**config.mk**
```make
export PLATFORM = sky130hd
export DESIGN_NAME = pixel_scheduler
export DESIGN_NICKNAME = d
export VERILOG_FILES = /design/src/rtl/pixel_scheduler.sv
export SDC_FILE = /design/constraint.sdc
export NUM_CORES = 1
export LEC_CHECK = 0
export CORE_ASPECT_RATIO = 1.1
export CORE_UTILIZATION = 30
export DETAILED_ROUTE_END_ITERATION = 12
export PLACE_DENSITY = 0.54
export SYNTH_ARGS = -nofsm -noshare
export SYNTH_HDL_FRONTEND = slang
export SYNTH_SLANG_ARGS = --single-unit
```
**constraint.sdc**
```tcl
create_clock -name sysclk -period 2.75 [get_ports sysclk]
set_input_delay 0.275 -clock sysclk [delete_from_list [all_inputs] [get_ports sysclk]]
set_output_delay 0.275 -clock sysclk [all_outputs]
set_load 0.01 [all_outputs]
```
**src/rtl/pixel_scheduler.sv**
```systemverilog
// pixel_scheduler
// Raster-order frame sequencer for the per-pixel depth calculator.
// Each pixel goes through issue -> wait -> output. c = (re_c, im_c) is
// stepped with adds and subtracts from an origin and step latched at
// frame start. Depths are presented on a valid/ready stream with
// start-of-frame and end-of-line markers.
module pixel_scheduler #(
  parameter int WORD_LENGTH = 64,
  parameter int FRAC        = 60,
  parameter int WIDTH       = 640,
  parameter int HEIGHT      = 480
) (
  input  logic                   sysclk,
  input  logic                   reset,
  input  logic                   enable,
  input  logic [WORD_LENGTH-1:0] re_origin,
  input  logic [WORD_LENGTH-1:0] im_origin,
  input  logic [WORD_LENGTH-1:0] step,
  output logic                   calc_start,
  output logic [WORD_LENGTH-1:0] re_c,
  output logic [WORD_LENGTH-1:0] im_c,
  input  logic                   calc_done,
  input  logic [9:0]             calc_depth,
  output logic [9:0]             pix_depth,
  output logic                   pix_valid,
  input  logic                   pix_ready,
  output logic                   pix_sof,
  output logic                   pix_eol,
  output logic [10:0]            x,
  output logic [10:0]            y,
  output logic                   frame_done
);

  localparam logic [10:0] X_LAST = 11'(WIDTH - 1);
  localparam logic [10:0] Y_LAST = 11'(HEIGHT - 1);

  // FRAC only names the number format; reject parameter sets the
  // 11-bit counters or the word width cannot represent.
  generate
    if (FRAC >= WORD_LENGTH || WIDTH < 1 || WIDTH > 2048 ||
        HEIGHT < 1 || HEIGHT > 2048) begin : g_bad_cfg
      $error("pixel_scheduler: unsupported parameter set");
    end
  endgenerate

  typedef enum logic [2:0] {
    S_IDLE,
    S_LOAD,
    S_ISSUE,
    S_WAIT,
    S_OUTPUT
  } state_t;

  state_t                 state_reg;
  logic [WORD_LENGTH-1:0] re_org_reg;
  logic [WORD_LENGTH-1:0] im_org_reg;
  logic [WORD_LENGTH-1:0] step_reg;
  logic [WORD_LENGTH-1:0] re_c_reg;
  logic [WORD_LENGTH-1:0] im_c_reg;
  logic [10:0]            x_reg;
  logic [10:0]            y_reg;
  logic [9:0]             depth_reg;
  logic                   start_reg;
  logic                   valid_reg;
  logic                   sof_reg;
  logic                   eol_reg;
  logic                   done_reg;

  // Frame sequencer: state, coordinate stepping and all registered outputs.
  always_ff @(posedge sysclk) begin
    if (reset) begin
      state_reg  <= S_IDLE;
      re_org_reg <= '0;
      im_org_reg <= '0;
      step_reg   <= '0;
      re_c_reg   <= '0;
      im_c_reg   <= '0;
      x_reg      <= '0;
      y_reg      <= '0;
      depth_reg  <= '0;
      start_reg  <= 1'b0;
      valid_reg  <= 1'b0;
      sof_reg    <= 1'b0;
      eol_reg    <= 1'b0;
      done_reg   <= 1'b0;
    end else begin
      // Strobes are single-cycle unless re-asserted below.
      start_reg <= 1'b0;
      done_reg  <= 1'b0;
      case (state_reg)
        S_IDLE: begin
          if (enable) begin
            state_reg <= S_LOAD;
          end
        end
        S_LOAD: begin
          // Inputs are sampled once here so mid-frame changes are ignored.
          re_org_reg <= re_origin;
          im_org_reg <= im_origin;
          step_reg   <= step;
          re_c_reg   <= re_origin;
          im_c_reg   <= im_origin;
          x_reg      <= '0;
          y_reg      <= '0;
          start_reg  <= 1'b1;
          state_reg  <= S_ISSUE;
        end
        S_ISSUE: begin
          state_reg <= S_WAIT;
        end
        S_WAIT: begin
          if (calc_done) begin
            depth_reg <= calc_depth;
            valid_reg <= 1'b1;
            sof_reg   <= (x_reg == 11'd0) && (y_reg == 11'd0);
            eol_reg   <= (x_reg == X_LAST);
            state_reg <= S_OUTPUT;
          end
        end
        S_OUTPUT: begin
          if (valid_reg && pix_ready) begin
            valid_reg <= 1'b0;
            sof_reg   <= 1'b0;
            eol_reg   <= 1'b0;
            if (x_reg == X_LAST && y_reg == Y_LAST) begin
              // IDLE re-samples enable, so back-to-back frames restart from there.
              done_reg  <= 1'b1;
              state_reg <= S_IDLE;
            end else begin
              if (x_reg != X_LAST) begin
                x_reg    <= x_reg + 11'd1;
                re_c_reg <= re_c_reg + step_reg;
              end else begin
                x_reg    <= '0;
                y_reg    <= y_reg + 11'd1;
                re_c_reg <= re_org_reg;
                im_c_reg <= im_c_reg - step_reg;
              end
              start_reg <= 1'b1;
              state_reg <= S_ISSUE;
            end
          end
        end
        default: begin
          state_reg <= S_IDLE;
        end
      endcase
    end
  end

  assign calc_start = start_reg;
  assign re_c       = re_c_reg;
  assign im_c       = im_c_reg;
  assign pix_depth  = depth_reg;
  assign pix_valid  = valid_reg;
  assign pix_sof    = sof_reg;
  assign pix_eol    = eol_reg;
  assign x          = x_reg;
  assign y          = y_reg;
  assign frame_done = done_reg;

endmodule

```
==> results of run 1 <==
==> worst max-delay path: stages (launching register included) <==
cell and delay (ns):
dfxtp_2 0.34, inv_2 0.05, ha_4 0.17, fa_2 0.33
and2b_2 0.26, o2111ai_4 0.13, a21oi_4 0.23, o2111ai_4 0.18
a21oi_4 0.21, a221oi_4 0.13, a21o_1 0.25, o41ai_4 0.35
mux2i_1 0.22, a31oi_1 0.09
==> metrics by stage <==
step | TNS (ns) | power (uW) | instances
floorplan | -0.0240 | 8190 | 2754
global placement | -15.50 | 11400 | 4319
detailed placement | -18.27 | 11400 | 4319
CTS | -5.59 | 17300 | 4408
global route | -14.89 | 18500 | 4434
finish | -6.20 | 17700 | 4435
==> timing repair <==
item / 4_1_cts / 5_1_grt
cloned: 0 / 1
setup buffers: 20 / 26
pin swaps: 106 / 126
endpoints found under the setup margin: 86 / 119
gates resized for setup: 210 / 181
==> area by class of cell <==
type,count,area share
antenna,4,0.000312
clock buffer,53,0.0349
clock inverter,16,0.00570
inverter,101,0.0118
multi-input combinational,2176,0.471
sequential,296,0.186
tap,858,0.0335
timing repair buffer,931,0.257
==> synthesized netlist by cell type, types with 5 or more instances <==
| master | instances |
|---|---|
| mux2i_1 | 10 |
| a21oi_2 | 5 |
| buf_2 | 27 |
| a31oi_1 | 30 |
| nand3b_1 | 7 |
| and4_1 | 8 |
| dfxtp_1 | 296 |
| a311oi_1 | 27 |
| nand2_1 | 540 |
| o2111ai_1 | 5 |
| a21o_1 | 87 |
| or3_1 | 14 |
| o211ai_1 | 72 |
| and3_1 | 30 |
| and2_1 | 12 |
| inv_1 | 100 |
| nor2_1 | 173 |
| a211oi_1 | 35 |
| nand4_1 | 48 |
| xnor2_1 | 61 |
| a21boi_0 | 6 |
| o21bai_1 | 25 |
| buf_1 | 14 |
| nor2b_1 | 12 |
| o21a_1 | 29 |
| o22ai_1 | 6 |
| a41oi_1 | 6 |
| o21ai_0 | 115 |
| o31ai_1 | 10 |
| nor4_1 | 7 |
| o211a_1 | 6 |
| nand2b_1 | 12 |
| nand3_1 | 53 |
| o21ai_1 | 21 |
| clkbuf_1 | 138 |
| a21oi_1 | 375 |
| ha_1 | 130 |
| nor3_1 | 59 |
| xor2_1 | 50 |
==> how the worst max path moves through the flow <==
stage / endpoint / slack (ns) / depth (start not counted)
finish: im_c[62] / -0.31 / 13
global route: im_c[62] / -0.47 / 13
CTS: im_c[62] / -0.32 / 13
detailed placement: im_c[63] / -0.41 / 12
global placement: im_c[56] / -0.39 / 14
floorplan: im_c[62] / -0.02 / 13
==> power breakdown <==
part | switching (uW) | internal [uW] | leakage [uW]
logic | 3860 | 3640 | 0.00995
clock network | 2140 | 3140 | 0.000645
registers | 287 | 4590 | 0.00243
total | 6290 | 11400 | 0.0130
==> cells by family after synthesis <==
| group | count (synthesis) | share of synthesized area |
|---|---|---|
| AO/OA/AOI/OAI | 923 | 0.294 |
| buffers and inverters | 282 | 0.0551 |
| adder cells (fa/ha/maj) | 132 | 0.0829 |
| AND/OR/NAND/NOR | 999 | 0.219 |
| flip-flops | 296 | 0.295 |
| XOR/XNOR | 111 | 0.0484 |
| multiplexers | 11 | 0.00554 |
==> per-layer routing <==
metal,global-route usage,vias up,part of all wire
met5,0,-,0
met4,0.144,0,0.056
met3,0.0412,189,0.059
met2,0.446,772,0.48
met1,0.314,11300,0.41
li1,-,11400,-
==> impl_results.md, run 1 <==
* Status: finished with violations
* Failing checks: setup timing
* FF/Latch Area at 5970 um^2
* R2r startpoint: im_c[0]
* Vias per cell at 5.34
* Worst skew pair latency at 0.57 ns
* Worst path required time at approximately 3.2 ns
* Post-DP HPWL at 70.5 mm
* Worst hold endpoint: step_reg[46]
* VDD IR max at 0.397 mV
* Fmax at 0.326 GHz
* Post-placement cell area at 28300 um^2
* Max H-tree Level at 2
* Cell count of the worst reg-to-reg path at 13
* Vias in the first global route at 23.5k
* Final Hold Viols at 0
* Hold Slack at 0.154 ns
* Post-synth EDFFs at 0
* Syn Inst Count at 2754
* GRT Overall Usage at 0.261
* Initial drt markers at 1554
* Global route overflow at 0
* CTS buffer count at 38
* Synth cell types at 94
* Most common cell after layout, fill and taps aside: nand2_1
* Min-delay src: reset
* Post-synthesis net count at 3093
* HP Class: in2reg
* Utilization after layout at 0.484
* Pin count of the biggest net entering global routing at 111
* Avg WL per Cell at 21.1 um
* FF-to-FF End: im_c[62]
* Clock-pin slew on the worst setup and hold paths at 0.06 ns
* Core area at 66300 um^2
* RSZ-0062 raised after global routing: true
* Yosys top cell area share at 0.295
* Worst setup margin at -0.313 ns
* Global-route wire length before repair at 137 mm
* CTS tree: yes
* Die X at 249 um
* Place WS at -0.411 ns
* Worst-path fanout max at 4
* Final #Nets at 3883
* R2R setup slack at -0.31 ns
* Leak at 0.0130 uW
* Power per cell area at about 550 nW/um^2
* Layout cell share with drive strength beyond 1 at 0.264
* Area Overhead vs Synth at 59.5%
* # fillers at 6441
* Arrival @ worst endpoint at 3.50 ns
* Die Y at 273 um
* CP Launch Type: flop
* Pre-antenna DRT Iters at 5
* Async set-reset flop share out of synthesis at 0
* Most frequent cells in the layout: 529 x nand2_1, 513 x buf_4, 370 x clkdlybuf4s50_1
* Initial antenna violation count at 4
* Final period util at 1.11
* Initial core utilization at 0.303
* Multi-input gate area at about 15000 um^2
* Max_slew headroom at 0.543
* Post-Syn Area at 20100 um^2
* Final setup viols at just under 60
* GPL Wtd Cong at between 0.9 and 1
* Final min period at 3.06 ns
* DRC Markers at 0
* Largest area contributor in the netlist: dfxtp_1
* Syn Area/Cell at 7.30 um^2
* Critical path endpoint category: flop
* Critical Path Source: im_c[0]
* Via count at 23.7k
* Post-synthesis sequential area ratio at 0.295
* Flops & latches, synth at 296
* # port buffers at 371
* Final max-slew violation count at 0
* Area contributors post-synth: dfxtp_1 29%, nand2_1 10%, a21oi_1 9.3%
* Routed Antenna Nets at 0
* Cell row count at about 100
* Clock Skew at 0.0245 ns
* Worst-Margin Slew at 0.681 ns
* Clock Tree Root: clkbuf_16
* Cts hold-fix bufs at 0
* Routed WL at 93.4 mm
* Hold depth at 2
* Sink Count at 296
* I/O pin cnt at 372
* Synth Flop Type: dfxtp_1
* Synth warn at 0
* Die ar. at 68000 um^2
* Critical path type: reg2reg
* Final Cell Area at 32100 um^2
* # Max-Cap Violations at 0
* Clk buf depth at 3
Note: power is estimated with default switching activity, not from simulation.
==> run 2, diff against run 1 <==
CORE_MARGIN = 3   (was default)
GPL_TIMING_DRIVEN = 0   (was default)
==> impl_results.md, run 2 (synthesis gave the netlist of run 1 again) <==
* Power per cell area at 583 nW/um^2 (was 551 nW/um^2)
* Min-delay src: step[59] (was reset)
* CP max stage cell: dfxtp_4 (was o41ai_4)
* Cell count of the worst reg-to-reg path at 15 (was 13)
* Avg WL per Cell at 25.3 um (was 21.1 um)
* Worst skew pair latency at 0.60 ns (was 0.57 ns)
* Worst-path fanout max at 4 (unchanged)
* Pre-antenna DRT Iters at 6 (was 5)
* CTS tree: yes (unchanged)
* Critical Path Source: step_reg[2] (was im_c[0])
* Max H-tree Level at 2 (unchanged)
* Worst path required time at 3.18 ns (was 3.19 ns)
* Worst path max stage delay at 0.36 ns (was 0.35 ns)
* Vias in the first global route at 22.5k (was 23.5k)
* RSZ-0062 raised after global routing: true (unchanged)
* Die X at 253 um (was 249 um)
* Hold Slack at 0.228 ns (was 0.154 ns)
* Area Overhead vs Synth at 52.3% (was 59.5%)
* Failing checks: setup timing (unchanged)
* CP cell instances: inv_1, ha_4, and2b_1, o2111ai_2, a21oi_4, buf_6, o21ai_4, a31oi_4, buf_4, buf_6, o21ai_2, a21bo_4, a211oi_4, xor2_1, o22ai_1 (was inv_2, ha_4, fa_2, and2b_2, o2111ai_4, a21oi_4, o2111ai_4, a21oi_4, a221oi_4, a21o_1, o41ai_4, mux2i_1, a31oi_1)
* Status: finished with violations (unchanged)
* Worst setup margin at -0.390 ns (was -0.313 ns)
* CTS buffer count at 38 (unchanged)
* Most frequent cells in the layout: 527 x nand2_1, 371 x clkdlybuf4s50_1, 327 x a21oi_1 (was 529 x nand2_1, 513 x buf_4, 370 x clkdlybuf4s50_1)
* Global-route wire length before repair at 150 mm (was 137 mm)
* Leak at 0.0116 uW (was 0.0130 uW)
* GPL Wtd Cong at 0.941 (was 0.956)
* R2R setup slack at -0.39 ns (was -0.31 ns)
* Sink Count at 296 (unchanged)
* Pin count of the biggest net entering global routing at 14 (was 111)
* Initial core utilization at 0.306 (was 0.303)
* Cts hold-fix bufs at 0 (unchanged)
* VDD IR max at 0.424 mV (was 0.397 mV)
* # Max-Cap Violations at 0 (unchanged)
* Final max-slew violation count at 0 (unchanged)
* HP Class: in2reg (unchanged)
* Worst-Margin Slew at 1.10 ns (was 0.681 ns)
* Die Y at 277 um (was 273 um)
* Critical path type: reg2reg (unchanged)
* Critical path endpoint category: flop (unchanged)
* Core area at 65700 um^2 (was 66300 um^2)
* Vias per cell at 5.59 (was 5.34)
* Final period util at 1.14 (was 1.11)
* GRT Overall Usage at 0.288 (was 0.261)
* Clock-pin slew on the worst setup and hold paths at 0.06 ns (about the same)
* Crit-path most repeated cell: buf_6
* Routed WL at 106 mm (was 93.4 mm)
* CP Launch Type: flop (unchanged)
* Crit-path leading delay family: compound AO/OA/AOI/OAI gates (unchanged)
* Final min period at 3.14 ns (was 3.06 ns)
* Worst hold endpoint: step_reg[59] (was step_reg[46])
* FF-to-FF End: im_c[48] (was im_c[62])
* Layout cell share with drive strength beyond 1 at 0.230 (was 0.264)
* Max_slew headroom at 0.268 (was 0.543)
* DRC Markers at 0 (unchanged)
* I/O pin cnt at 372 (unchanged)
* Global route overflow at 0 (unchanged)
* R2r startpoint: step_reg[2] (was im_c[0])
* Fmax at 0.318 GHz (was 0.326 GHz)
* Via count at 23.5k (was 23.7k)
* Hold depth at 3 (was 2)
* # port buffers at 371 (unchanged)
* Place WS at -1.24 ns (was -0.411 ns)
* Clk buf depth at 3 (unchanged)
* Routed Antenna Nets at 0 (unchanged)
* Initial drt markers at 1906 (was 1554)
* Worst Path Buf+Inv at 4 (was 1)
* Most common cell after layout, fill and taps aside: nand2_1 (unchanged)
* Arrival @ worst endpoint at 3.57 ns (was 3.50 ns)
* Final #Nets at 3652 (was 3883)
* Die ar. at 70100 um^2 (was 68000 um^2)
* Clock Skew at 0.0364 ns (was 0.0245 ns)
* Cell row count at 98 (was 99)
* Clock Tree Root: clkbuf_16 (unchanged)
* Initial antenna violation count at 3 (was 4)
* Post-DP HPWL at 80.4 mm (was 70.5 mm)
* Final setup viols at 70 (was 59)
* Final Hold Viols at 0 (unchanged)
-- run 2: cell count changes in the layout (fill, tap and decap cells not counted), sizes merged, moves of 2 or more --
cell,change
bufinv,+3
clkbuf,+110
buf,-345
inv,-2
-- run 2: worst max path at each step --
| stage | to | slack (ns) | cells after the start |
|---|---|---|---|
| 6_report | im_c[48] | -0.39 | 15 |
| 3_3_place_gp | im_c[48] | -1.72 | 10 |
| 3_5_place_dp | im_c[58] | -1.24 | 10 |
| 4_1_cts | im_c[62] | -0.34 | 12 |
| 5_1_grt | im_c[40] | -0.53 | 15 |
| 2_1_floorplan | im_c[62] | -0.02 | 13 |
-- run 2: layout make-up --
class	count	area [um^2]
Inverter	101	394
Tap cell	850	1060
Buffer	156	841
Clock inverter	17	272
Antenna cell	3	7.51
Multi-Input combinational cell	2176	15600
Timing Repair Buffer	544	5210
Fill cell	6589	35100
Clock buffer	51	1090
Sequential cell	296	6100
-- run 2: per-layer routing --
layer | wire length (um) | part of all wire | up-vias | GRT usage
li1 | - | - | 10900 | -
met1 | 43600 | 0.41 | 11300 | 0.364
met2 | 48900 | 0.46 | 993 | 0.475
met3 | 7600 | 0.071 | 254 | 0.0429
met4 | 6180 | 0.058 | 0 | 0.144
met5 | 0 | 0 | - | 0
-- run 2: power by group --
part | internal, uW | leakage [uW] | switching, uW | total, uW
Sequential | 4590 | 0.00246 | 390 | 4980
Combinational | 3360 | 0.00849 | 3930 | 7290
Clock | 3370 | 0.000668 | 2210 | 5580
Total | 11300 | 0.0116 | 6520 | 17800
-- run 2: worst reg2reg max path, delay by kind of cell, from the launching register on --
kind,cells,cell delay [ns]
compound gates,8,1.44
xor+xnor,1,0.18
simple gates,1,0.18
buf+inv,4,0.59
fa+ha+maj,1,0.25
flops,1,0.36
-- run 2: repair_timing --
item	in CTS	in global routing
setup endpoints to repair	262	155
resized for setup	490	296
setup buffers	113	69
pin swaps	149	187
-- run 2: stage by stage --
step | util | std cells | power [uW] | area, um^2 | TNS, ns
3_3_place_gp | 0.380 | 3975 | 10200 | 25000 | -173.30
2_1_floorplan | - | 2754 | 8190 | 20200 | -0.0240
6_report | 0.466 | 4194 | 17800 | 30600 | -11.31
3_5_place_dp | 0.380 | 3976 | 10200 | 25000 | -151.75
4_1_cts | 0.442 | 4135 | 17000 | 29000 | -8.20
5_1_grt | 0.466 | 4194 | 18600 | 30600 | -19.34
==> run 3, diff against run 2 <==
PLACE_DENSITY = 0.52   (was 0.54)
clock period = 3.95 ns   (was 2.75 ns; I/O delays follow)
==> impl_results.md, run 3 (synthesis gave the netlist of run 1 again) <==
* Critical path endpoint category: flop (unchanged)
* Global route overflow at 0 (unchanged)
* VDD IR max at 0.297 mV (was 0.424 mV)
* Worst path required time at 4.38 ns (was 3.18 ns)
* GRT Overall Usage at 0.291 (was 0.288)
* Initial antenna violation count at 3 (unchanged)
* Final min period at 3.74 ns (was 3.14 ns)
* Worst skew pair latency at 0.59 ns (was 0.60 ns)
* Layout cell share with drive strength beyond 1 at 0.0454 (was 0.230)
* Final setup viols at 0 (was 70)
* Status: complete, no violations (was finished with violations)
* # Max-Cap Violations at 0 (unchanged)
* Initial core utilization at 0.306 (unchanged)
* Max H-tree Level at 2 (unchanged)
* Arrival @ worst endpoint at 4.17 ns (was 3.57 ns)
* # fillers at 6910 (was 6589)
* Final Total Pwr at 11000 uW (was 17800 uW)
* RSZ-0062 raised after global routing: false (was true)
* Power per cell area at 417 nW/um^2 (was 583 nW/um^2)
* Final max-slew violation count at 0 (unchanged)
* Grt met3 use at 0.0465 (was 0.0429)
* Pin count of the biggest net entering global routing at 13 (was 14)
* Worst path max stage delay at 0.45 ns (was 0.36 ns)
* # port buffers at 371 (unchanged)
* Vias per cell at 5.57 (was 5.59)
* Critical path type: reg2reg (unchanged)
* Via count at 22.5k (was 23.5k)
* Routed WL at 106 mm (about the same)
* Met2 Track Usage GR at 0.505 (was 0.475)
* CTS tree: yes (unchanged)
* Die ar. at 70100 um^2 (unchanged)
* Most frequent cells in the layout: 540 x nand2_1, 374 x a21oi_1, 371 x clkdlybuf4s50_1 (was 527 x nand2_1, 371 x clkdlybuf4s50_1, 327 x a21oi_1)
* CP Launch Type: flop (unchanged)
* Die X at 253 um (unchanged)
* Most common cell after layout, fill and taps aside: nand2_1 (unchanged)
* FF/Latch Area at 5930 um^2 (was 6100 um^2)
* Routed Antenna Nets at 0 (unchanged)
* Final setup TNS at 0 ns (was -11.31 ns)
* CP cell instances: ha_1, fa_1, a211oi_1, o21ai_1, nand4_1, a31oi_1, o21ai_0, nand3_2, a31oi_2, nor4_1, a2111oi_2, a211oi_1 (was inv_1, ha_4, and2b_1, o2111ai_2, a21oi_4, buf_6, o21ai_4, a31oi_4, buf_4, buf_6, o21ai_2, a21bo_4, a211oi_4, xor2_1, o22ai_1)
* I/O pin cnt at 372 (unchanged)
* Clock-pin slew on the worst setup and hold paths at 0.06 ns (about the same)
* CTS buffer count at 38 (unchanged)
* Max_slew headroom at 0.0603 (was 0.268)
* Clock Skew at 0.0287 ns (was 0.0364 ns)
* Cell row count at 98 (unchanged)
* Pre-antenna DRT Iters at 5 (was 6)
* Worst Path Buf+Inv at 0 (was 4)
* Met1 GRT Util at 0.365 (was 0.364)
* Multi-input gate area at 13100 um^2 (was 15600 um^2)
* Sink Count at 296 (unchanged)
* Post-DP HPWL at 84.3 mm (was 80.4 mm)
* Die Y at 277 um (unchanged)
* Worst-path fanout max at 4 (unchanged)
* Clk buf depth at 3 (unchanged)
* Area Overhead vs Synth at 30.8% (was 52.3%)
* Fmax at 0.267 GHz (was 0.318 GHz)
* Crit-path leading delay family: compound AO/OA/AOI/OAI gates (unchanged)
* Crit-path most repeated cell: a211oi_1 (was buf_6)
* GPL Wtd Cong at 0.980 (was 0.941)
* Final Hold Viols at 0 (unchanged)
* DRC Markers at 0 (unchanged)
* HP Class: in2reg (unchanged)
* Core area at 65700 um^2 (unchanged)
* Initial drt markers at 2009 (was 1906)
* Vias in the first global route at 22.2k (was 22.5k)
* CP max stage cell: fa_1 (was dfxtp_4)
* Avg WL per Cell at 26.2 um (was 25.3 um)
* Final period util at 0.948 (was 1.14)
* Worst-Margin Slew at 1.41 ns (was 1.10 ns)
* Final #Nets at 3508 (was 3652)
* Global route hottest layer: met2 (unchanged)
* Global-route wire length before repair at 151 mm (was 150 mm)
* Leak at 0.0102 uW (was 0.0116 uW)
* Clock Tree Root: clkbuf_16 (unchanged)
[run 3: cell types whose count changed in the layout (fill, tap and decap cells not counted), moves of 25 or more]
| cell | before | now |
|---|---|---|
| ha_4 | 69 | 0 |
| buf_6 | 59 | 2 |
| a21oi_1 | 327 | 374 |
| o21ai_0 | 88 | 115 |
| dfxtp_4 | 33 | 0 |
| dfxtp_2 | 44 | 0 |
| buf_4 | 133 | 4 |
| ha_1 | 48 | 130 |
| a21oi_2 | 43 | 5 |
| clkbuf_2 | 29 | 4 |
| dfxtp_1 | 219 | 296 |
| clkbuf_1 | 84 | 138 |
[run 3: where the power goes]
| group | total, uW | internal, uW | switching [uW] |
|---|---|---|---|
| registers | 3450 | 3190 | 254 |
| clock network | 3780 | 2280 | 1500 |
| logic | 3740 | 1480 | 2260 |
[run 3: metrics by stage]
| stage | std cells | setup WS [ns] | util | area (um^2) | hold slack, ns |
|---|---|---|---|---|---|
| floorplan | 2754 | 0.947 | - | 20100 | 0.431 |
| global placement | 3975 | -0.0676 | 0.379 | 24900 | 0.438 |
| detailed placement | 3975 | -0.186 | 0.379 | 24900 | 0.446 |
| CTS | 4042 | 0.0553 | 0.399 | 26200 | 0.336 |
| global route | 4047 | 0.000148 | 0.400 | 26300 | 0.357 |
| finish | 4047 | 0.206 | 0.400 | 26300 | 0.355 |
[run 3: worst reg2reg max path, cell delays in order (launching register included)]
cell and delay [ns]:
dfxtp_1 0.41, ha_1 0.28, fa_1 0.45, a211oi_1 0.36, o21ai_1 0.19, nand4_1 0.16, a31oi_1 0.20, o21ai_0 0.37
nand3_2 0.23, a31oi_2 0.37, nor4_1 0.12, a2111oi_2 0.32, a211oi_1 0.12
[run 3: worst paths after layout]
path | from | end | slack (ns) | cells past startpoint
worst max-delay path | step_reg[0] | re_c[56] | 0.21 | 12
worst min-delay path | step[4] | step_reg[4] | 0.36 | 3
worst max register to register | step_reg[0] | re_c[56] | 0.21 | 12
worst min register to register | pix_depth[5] | pix_depth[5] | 0.45 | 2
[run 3: layout make-up]
class | count | area share
Clock buffer | 55 | 0.0436
Timing Repair Buffer | 375 | 0.142
Sequential cell | 296 | 0.225
Clock inverter | 12 | 0.00704
Antenna cell | 1 | 0.0000952
Inverter | 101 | 0.0144
Multi-Input combinational cell | 2176 | 0.498
Buffer | 181 | 0.0289
Tap cell | 850 | 0.0404
[run 3: routing by layer]
| layer | part of all wire | up-vias |
|---|---|---|
| met3 | 0.065 | 155 |
| met5 | 0.00046 | - |
| met4 | 0.036 | 2 |
| met1 | 0.42 | 10800 |
| met2 | 0.48 | 865 |
| li1 | - | 10700 |
[run 3: timing repair]
item	4_1_cts	5_1_grt
endpoints found under the hold margin	0	0
hold buffers	0	0
endpoints found under the setup margin	22	31
buffers inserted	0	4
gates resized for setup	6	13
pin swaps	0	1
